--- src/rtl/bf_inverse_pipe.sv ---
// bf_inverse_pipe: three-stage radix-2 inverse butterfly, x = y0 +/- y1*conj(w), saturated, valid/ready
module bf_inverse_pipe #(
  parameter int WIDTH = 16,
  parameter bit RND = 1'b1
) (
  input  logic                    clk,
  input  logic                    rst_n,
  input  logic                    in_valid,
  output logic                    in_ready,
  input  logic signed [WIDTH-1:0] y0_real,
  input  logic signed [WIDTH-1:0] y0_img,
  input  logic signed [WIDTH-1:0] y1_real,
  input  logic signed [WIDTH-1:0] y1_img,
  input  logic signed [WIDTH-1:0] w_real,
  input  logic signed [WIDTH-1:0] w_img,
  output logic                    out_valid,
  input  logic                    out_ready,
  output logic signed [WIDTH-1:0] x0_real,
  output logic signed [WIDTH-1:0] x0_img,
  output logic signed [WIDTH-1:0] x1_real,
  output logic signed [WIDTH-1:0] x1_img,
  output logic                    out_sat
);
  localparam int PW = 2 * WIDTH;
  localparam logic signed [PW:0] RC = RND ? (PW + 1)'(1) <<< (WIDTH - 2) : '0;
  localparam logic signed [WIDTH+1:0] MAXV = {3'b000, {(WIDTH - 1){1'b1}}};
  localparam logic signed [WIDTH+1:0] MINV = {3'b111, {(WIDTH - 1){1'b0}}};
  logic v1, v2, v3, adv;
  logic signed [PW-1:0] p_rr, p_ii, p_ir, p_ri;
  logic signed [WIDTH-1:0] y0r1, y0i1, y0r2, y0i2;
  logic signed [WIDTH:0] tr2, ti2;
  logic signed [PW:0] sr, si;
  logic signed [WIDTH+1:0] s0r, s0i, s1r, s1i;
  logic [3:0] ov;
  function automatic logic signed [WIDTH-1:0] clip(input logic signed [WIDTH+1:0] v);
    return v > MAXV ? MAXV[WIDTH-1:0] : v < MINV ? MINV[WIDTH-1:0] : v[WIDTH-1:0];
  endfunction
  function automatic logic ovf(input logic signed [WIDTH+1:0] v);
    return (v > MAXV) | (v < MINV);
  endfunction
  assign adv = !v3 | out_ready;
  assign in_ready = adv;
  assign out_valid = v3;
  // t is kept at WIDTH+1 bits so that a twiddle of exactly -1.0 does not wrap
  always_comb begin
    sr = (PW + 1)'(p_rr) + (PW + 1)'(p_ii) + RC;
    si = (PW + 1)'(p_ir) - (PW + 1)'(p_ri) + RC;
    s0r = (WIDTH + 2)'(y0r2) + (WIDTH + 2)'(tr2);
    s0i = (WIDTH + 2)'(y0i2) + (WIDTH + 2)'(ti2);
    s1r = (WIDTH + 2)'(y0r2) - (WIDTH + 2)'(tr2);
    s1i = (WIDTH + 2)'(y0i2) - (WIDTH + 2)'(ti2);
    ov = {ovf(s0r), ovf(s0i), ovf(s1r), ovf(s1i)};
  end
  always_ff @(posedge clk or negedge rst_n) begin
    if (!rst_n) begin
      v1 <= 1'b0;
      v2 <= 1'b0;
      v3 <= 1'b0;
      p_rr <= '0;
      p_ii <= '0;
      p_ir <= '0;
      p_ri <= '0;
      y0r1 <= '0;
      y0i1 <= '0;
      y0r2 <= '0;
      y0i2 <= '0;
      tr2 <= '0;
      ti2 <= '0;
      x0_real <= '0;
      x0_img <= '0;
      x1_real <= '0;
      x1_img <= '0;
      out_sat <= 1'b0;
    end else if (adv) begin
      v1 <= in_valid;
      v2 <= v1;
      v3 <= v2;
      p_rr <= PW'(y1_real) * PW'(w_real);
      p_ii <= PW'(y1_img) * PW'(w_img);
      p_ir <= PW'(y1_img) * PW'(w_real);
      p_ri <= PW'(y1_real) * PW'(w_img);
      y0r1 <= y0_real;
      y0i1 <= y0_img;
      y0r2 <= y0r1;
      y0i2 <= y0i1;
      tr2 <= (WIDTH + 1)'(sr >>> (WIDTH - 1));
      ti2 <= (WIDTH + 1)'(si >>> (WIDTH - 1));
      x0_real <= clip(s0r);
      x0_img <= clip(s0i);
      x1_real <= clip(s1r);
      x1_img <= clip(s1i);
      out_sat <= |ov;
    end
  end
endmodule

--- config.mk ---
export PLATFORM = sky130hd
export DESIGN_NAME = bf_inverse_pipe
export DESIGN_NICKNAME = d
export VERILOG_FILES = /design/src/rtl/bf_inverse_pipe.sv
export SDC_FILE = /design/constraint.sdc
export NUM_CORES = 2
export LEC_CHECK = 0
export CORE_MARGIN = 5
export CORE_UTILIZATION = 50
export DETAILED_ROUTE_END_ITERATION = 8
export PLACE_DENSITY = 0.67
export SETUP_SLACK_MARGIN = 0.5
export SLEW_MARGIN = 30
export SYNTH_ARGS = -nofsm -noshare
export SYNTH_HDL_FRONTEND = slang
export SYNTH_SLANG_ARGS = --single-unit
--- constraint.sdc ---
create_clock -name clk -period 10.2 [get_ports clk]
set_clock_uncertainty 0.15 [all_clocks]
set_input_delay 2.55 -clock clk [delete_from_list [all_inputs] [get_ports clk]]
set_output_delay 2.55 -clock clk [all_outputs]
set_load 0.02 [all_outputs]
# Word-level counts from Yosys, hierarchy flattened
# Index checks and enable logic that the tools add are counted.
# totals
word_cells,53
reg_bits,294
# classes
order_cmp,8
n_mul,4
reduce_logical,2
addsub,8
mux,8
bitwise,5
# op_table
cell,n
multiplier 16 x 16 -> 32 bit,4
two-way mux 16 bit,8
"> comparator 18 x 16 -> 1 bit, second input constant",4
"< comparator 18 x 16 -> 1 bit, second input constant",4
"adder 32 x 16 -> 32 bit, second input constant",2
adder 16 x 17 -> 18 bit,2
subtractor 16 x 17 -> 18 bit,2
adder 32 bit,1
subtractor 32 bit,1
OR 1 bit,5
OR reduction 4 bit,1
zero test 1 bit,1

# Depth between registers and ports, before layout
# logic_depth
ltp_word,4
ltp_mapped,26

# Worst setup path after synthesis
# OpenSTA, ideal clock, no wires.
# synth_path
path_type,input-to-reg
startpoint,input port w_real[7]
endpoint,register p_rr[29]
cell_stages,23
t_required_ns,9.981
slack_ns,1.319
arrival_time_ns,8.663
path_cell_list,clkbuf_1 -> nand2_1 -> fa_1 -> inv_1 -> fa_1 -> inv_1 -> fa_1 -> inv_1 -> fa_1 -> fa_1 -> inv_1 -> fa_1 -> inv_1 -> ha_1 -> buf_6 -> a22o_1 -> or4_4 -> a2111oi_4 -> nor3_2 -> o41ai_2 -> o21bai_1 -> or4b_1 -> nand3_1
# synth_via
elab_chain_cells,1
# synth_rtl
item,line_no,source
start: declaration,14,"input logic signed [WIDTH-1:0] w_real,"
multiplier 16 x 16 -> 32 bit,78,p_rr <= PW'(y1_real) * PW'(w_real);
end signal: assignment,78,
end: declaration,29,"logic signed [PW-1:0] p_rr, p_ii, p_ir, p_ri;"
# Every way passes these cells.
# A chain may end at the register's enable or synchronous reset.

# Worst setup path in the final report
# layout_path
startpoint,input port w_img[2]
endpoint,register p_ii[31]
# layout_via
elab_chain_cells,1
# layout_rtl
item,line_no,source
start: declaration,15,"input logic signed [WIDTH-1:0] w_img,"
multiplier 16 x 16 -> 32 bit,79,p_ii <= PW'(y1_img) * PW'(w_img);
end signal: assignment,79,
end: declaration,29,
# Every way passes these cells.

==> run summary <==
The first detailed-routing pass took 7 iterations. The achievable frequency is between 0.1 and 0.15 GHz. Headroom to the max-slew limit came out at 39.6%.

The class of the most critical setup path is primary input to flop. For this run, the total global-route usage over all layers was measured as 25.5%. The worst register-to-register path has a depth of 12.

The largest delay contributor family on the critical path is adder cells. Pin placement for this block handled roughly 170 I/O pins. Traced cell by cell, the critical path runs through clkdlybuf4s50_1, buf_12, nand2_1, inv_1, fa_1, fa_2, buf_4, fa_1, fa_1, fa_1, inv_1, fa_1, inv_1, ha_1, nand3_1, nor2_1, o2111ai_1, o211ai_1, a311oi_1, o21bai_1, a21oi_1, xnor2_2, a21oi_1. The total of max-cap violations is 0. Synthesis handed over a netlist of around 6.2k instances. At the worst endpoint, the arrival time is 9800 ps. The critical path data required time is roughly 10000 ps.

The final layout contains routed wiring with a total length of about 150000 um. The die extent in x is about 350 um. The overall via count from detail_route came out at 41.5k. The final-stage net count is a little under 8k.

The placeable core region is 112000 sq um. The critical path capture point type is a flop. Cells with a size suffix above 1 make up 3.59% of the layout. Entering global routing, the biggest net connects slightly above 200 pins. In this design, the critical path's most frequently occurring cell is sky130_fd_sc_hd__fa_1. The total setup violations reported at the end of the flow came out at 0. The worst hold path belongs to the class flop to flop.

The number of cells on the worst hold path came out at 2. The via density per instance came out at 5.32. For this run, the register share of the synthesized area comes to 13.1%. The routed design could run at a clock period as short as 9550 ps. The number of setup buffers added after CTS is 0.

For this run, the number of Yosys warnings is 0. For this run, design rule violations remaining after detail routing come to 0. The post-synthesis to final-layout area growth came out at 8.86%. The path length in cells of the critical path came out at 23. The aggregate negative setup slack is 0 ps. The top fanout value on the critical path came out at 30. The count of port buffers added during placement came out at 166. The floorplan die height is 345 um. The CTS H-tree depth is 2. The hold violation count in the final report came out at 0.

The share of flip-flops with an asynchronous set or reset is 100%. The period utilization came out at 93.6%. The max-slew violation total from the final report came out at 0. Clock latency on the worst-skew pair, taken at its later pin, is 550 ps.

The first global-routing pass estimated ~240000 um of wire. The pin slew with the least headroom to its limit is 906 ps. The worst setup path is launched from a primary input. The number of buffers created by CTS came out at 35. Counting every net in the synthesized netlist gives just under 8k. The highest-delay cell along the critical path is sky130_fd_sc_hd__fa_2.

The congestion estimate from routability-driven global placement came to 0.938. Summing every instance area after synthesis gives 56200 sq um. The cell sitting at the root of the clock tree is a sky130_fd_sc_hd__clkbuf_16. Once detailed placement completed, the half-perimeter wirelength came to 123000 um. Synthesis instantiated roughly 80 different standard cells from the library. After clock tree synthesis, the clock-pin slew on the worst setup and hold paths is 60 ps. The library cell used most frequently in the layout, excluding fill and tap cells, is sky130_fd_sc_hd__inv_1. The remaining number of nets flagged by the antenna check after routing came out at 0. The number of DRC violations after detailed-routing iteration 0 is 3049. The die covers roughly 120000 sq um. After synthesis the netlist holds a flip-flop and latch count of 294.

The top cell types in the final layout, fill and taps aside, are 1262 x sky130_fd_sc_hd__inv_1, 1051 x sky130_fd_sc_hd__fa_1, 852 x sky130_fd_sc_hd__nand2_1, 514 x sky130_fd_sc_hd__ha_1, 501 x sky130_fd_sc_hd__and2_1. Counting both buffers and inverters, the worst setup path holds a total of 6. The via count of the first global-routing pass is 43.6k. Clock tree synthesis found a total of a little under 300 sinks. The starting utilization of the core area is 50.1%. The largest single stage delay on the critical path is between 600 and 700 ps.

The number of antenna violations at the first check in global routing is 13. The average cell area after synthesis is 9.02 sq um. The clock passes through at most 3 buffers. The run finished with clean final reports. Dividing the detail-routed wire length by the instance count gives 19.3 um. TritonCTS built the clock tree. The number of core rows is around 120. The number of flops mapped to enable cells by yosys is 0. The leftover overflow at the end of global routing came out at 0. For this run, the leading register cell type out of synthesis is sky130_fd_sc_hd__dfrtp_1. Setup repair after global routing could not meet its margin everywhere.
==> metrics by stage <==
stage	setup WS (ps)	cell area, sq um	std cells	util (%)	hold WS [ps]
floorplan	1320	56200	6229	-	280
global placement	264	59800	7730	53.4	290
detailed placement	189	59800	7730	53.4	294
CTS	774	61100	7794	54.5	320
global route	484	61100	7799	54.6	335
finish	650	61100	7802	54.6	316
==> final timing paths <==
kind / end / from / slack (ps)
max in group asynchronous: p_rr[2]$_DFFE_PN0P_ / rst_n / 6780
worst min-delay path: p_rr[0]$_DFFE_PN0P_ / p_rr[0]$_DFFE_PN0P_ / 320
min in group asynchronous: x0_img[8]$_DFFE_PN0P_ / rst_n / 1830
worst min register to register: p_rr[0]$_DFFE_PN0P_ / p_rr[0]$_DFFE_PN0P_ / 320
worst max-delay path: p_ii[31]$_DFFE_PN0P_ / w_img[2] / 650
worst max register to register: x0_img[0]$_DFFE_PN0P_ / ti2[0]$_DFFE_PN0P_ / 5890
==> repair_timing <==
| item | 4_1_cts | 5_1_grt |
|---|---|---|
| setup endpoints to repair | 0 | 2 |
| gates resized for setup | 0 | 9 |
| hold buffers | 0 | 0 |
| hold endpoints to repair | 0 | 0 |
==> layout make-up <==
type	instances	area [sq um]
diodes	8	20.0
inverters	1264	4750
well taps	1500	1880
multi-input cells	4377	43000
clock inverters	19	255
repair buffers	295	2910
fillers	10362	50900
clock buffers	45	1000
flip-flops and latches	294	7360
==> flip-flops by register name, indices dropped and copies added (netlist names), 17 cells and up <==
| register | count |
|---|---|
| p_ii | 32 |
| p_ir | 32 |
| p_ri | 32 |
| p_rr | 32 |
| ti2 | 17 |
| tr2 | 17 |
==> Yosys cell counts (14+ instances only) <==
library cell,number,share of area (%)
sky130_fd_sc_hd__nand2b_1,39,0.43
sky130_fd_sc_hd__o211ai_1,41,0.55
sky130_fd_sc_hd__xor2_1,70,1.1
sky130_fd_sc_hd__xnor2_1,140,2.2
sky130_fd_sc_hd__o31ai_1,23,0.31
sky130_fd_sc_hd__nand4_1,14,0.16
sky130_fd_sc_hd__ha_1,514,11
sky130_fd_sc_hd__or3_1,18,0.20
sky130_fd_sc_hd__a21o_1,78,1.0
sky130_fd_sc_hd__a21oi_1,259,2.3
sky130_fd_sc_hd__nor3_1,37,0.33
sky130_fd_sc_hd__and3_1,16,0.18
sky130_fd_sc_hd__nand2_1,852,5.7
sky130_fd_sc_hd__nor2_1,247,1.7
sky130_fd_sc_hd__o21ai_0,149,1.3
sky130_fd_sc_hd__a31oi_1,18,0.20
sky130_fd_sc_hd__nor2b_1,29,0.32
sky130_fd_sc_hd__inv_1,1263,8.4
sky130_fd_sc_hd__clkbuf_1,267,1.8
sky130_fd_sc_hd__o21a_1,58,0.78
sky130_fd_sc_hd__nand3_1,31,0.28
sky130_fd_sc_hd__o21bai_1,29,0.39
sky130_fd_sc_hd__a211oi_1,25,0.33
sky130_fd_sc_hd__dfrtp_1,294,13
sky130_fd_sc_hd__and2_1,501,5.6
sky130_fd_sc_hd__fa_1,1052,37
sky130_fd_sc_hd__buf_2,14,0.12
==> worst min-delay path: cells and delay by family, from the launching register on <==
family / cells / cell delay [ps]
and+or+nand+nor: 2 / 100
DFF: 1 / 340
==> routing by layer <==
metal	vias up	wire length [um]	share of wire (%)	GRT usage, %
met5	-	49	0.033	0
met4	6	5070	3.4	7.19
met2	1134	68800	46	40.7
li1	19044	-	-	-
met3	183	8900	5.9	3.58
met1	21172	67900	45	36.8
==> kinds of logic (layout without fill, tap and decap cells) <==
| family | count (synthesis) | count (layout) | share of synthesized area [%] |
|---|---|---|---|
| AO/OA/AOI/OAI | 769 | 769 | 8.73 |
| XOR/XNOR | 210 | 210 | 3.27 |
| adder cells (fa/ha/maj) | 1566 | 1566 | 48.9 |
| buffers and inverters | 1558 | 1623 | 10.5 |
| flip-flops | 294 | 294 | 13.1 |
| multiplexers | 1 | 1 | 0.0178 |
| other | 0 | 8 | 0 |
| AND/OR/NAND/NOR | 1831 | 1831 | 15.5 |
Power is left out: the tool's default activity adds up to more than one toggle a clock period on the data nets, which glitch-free logic cannot reach.
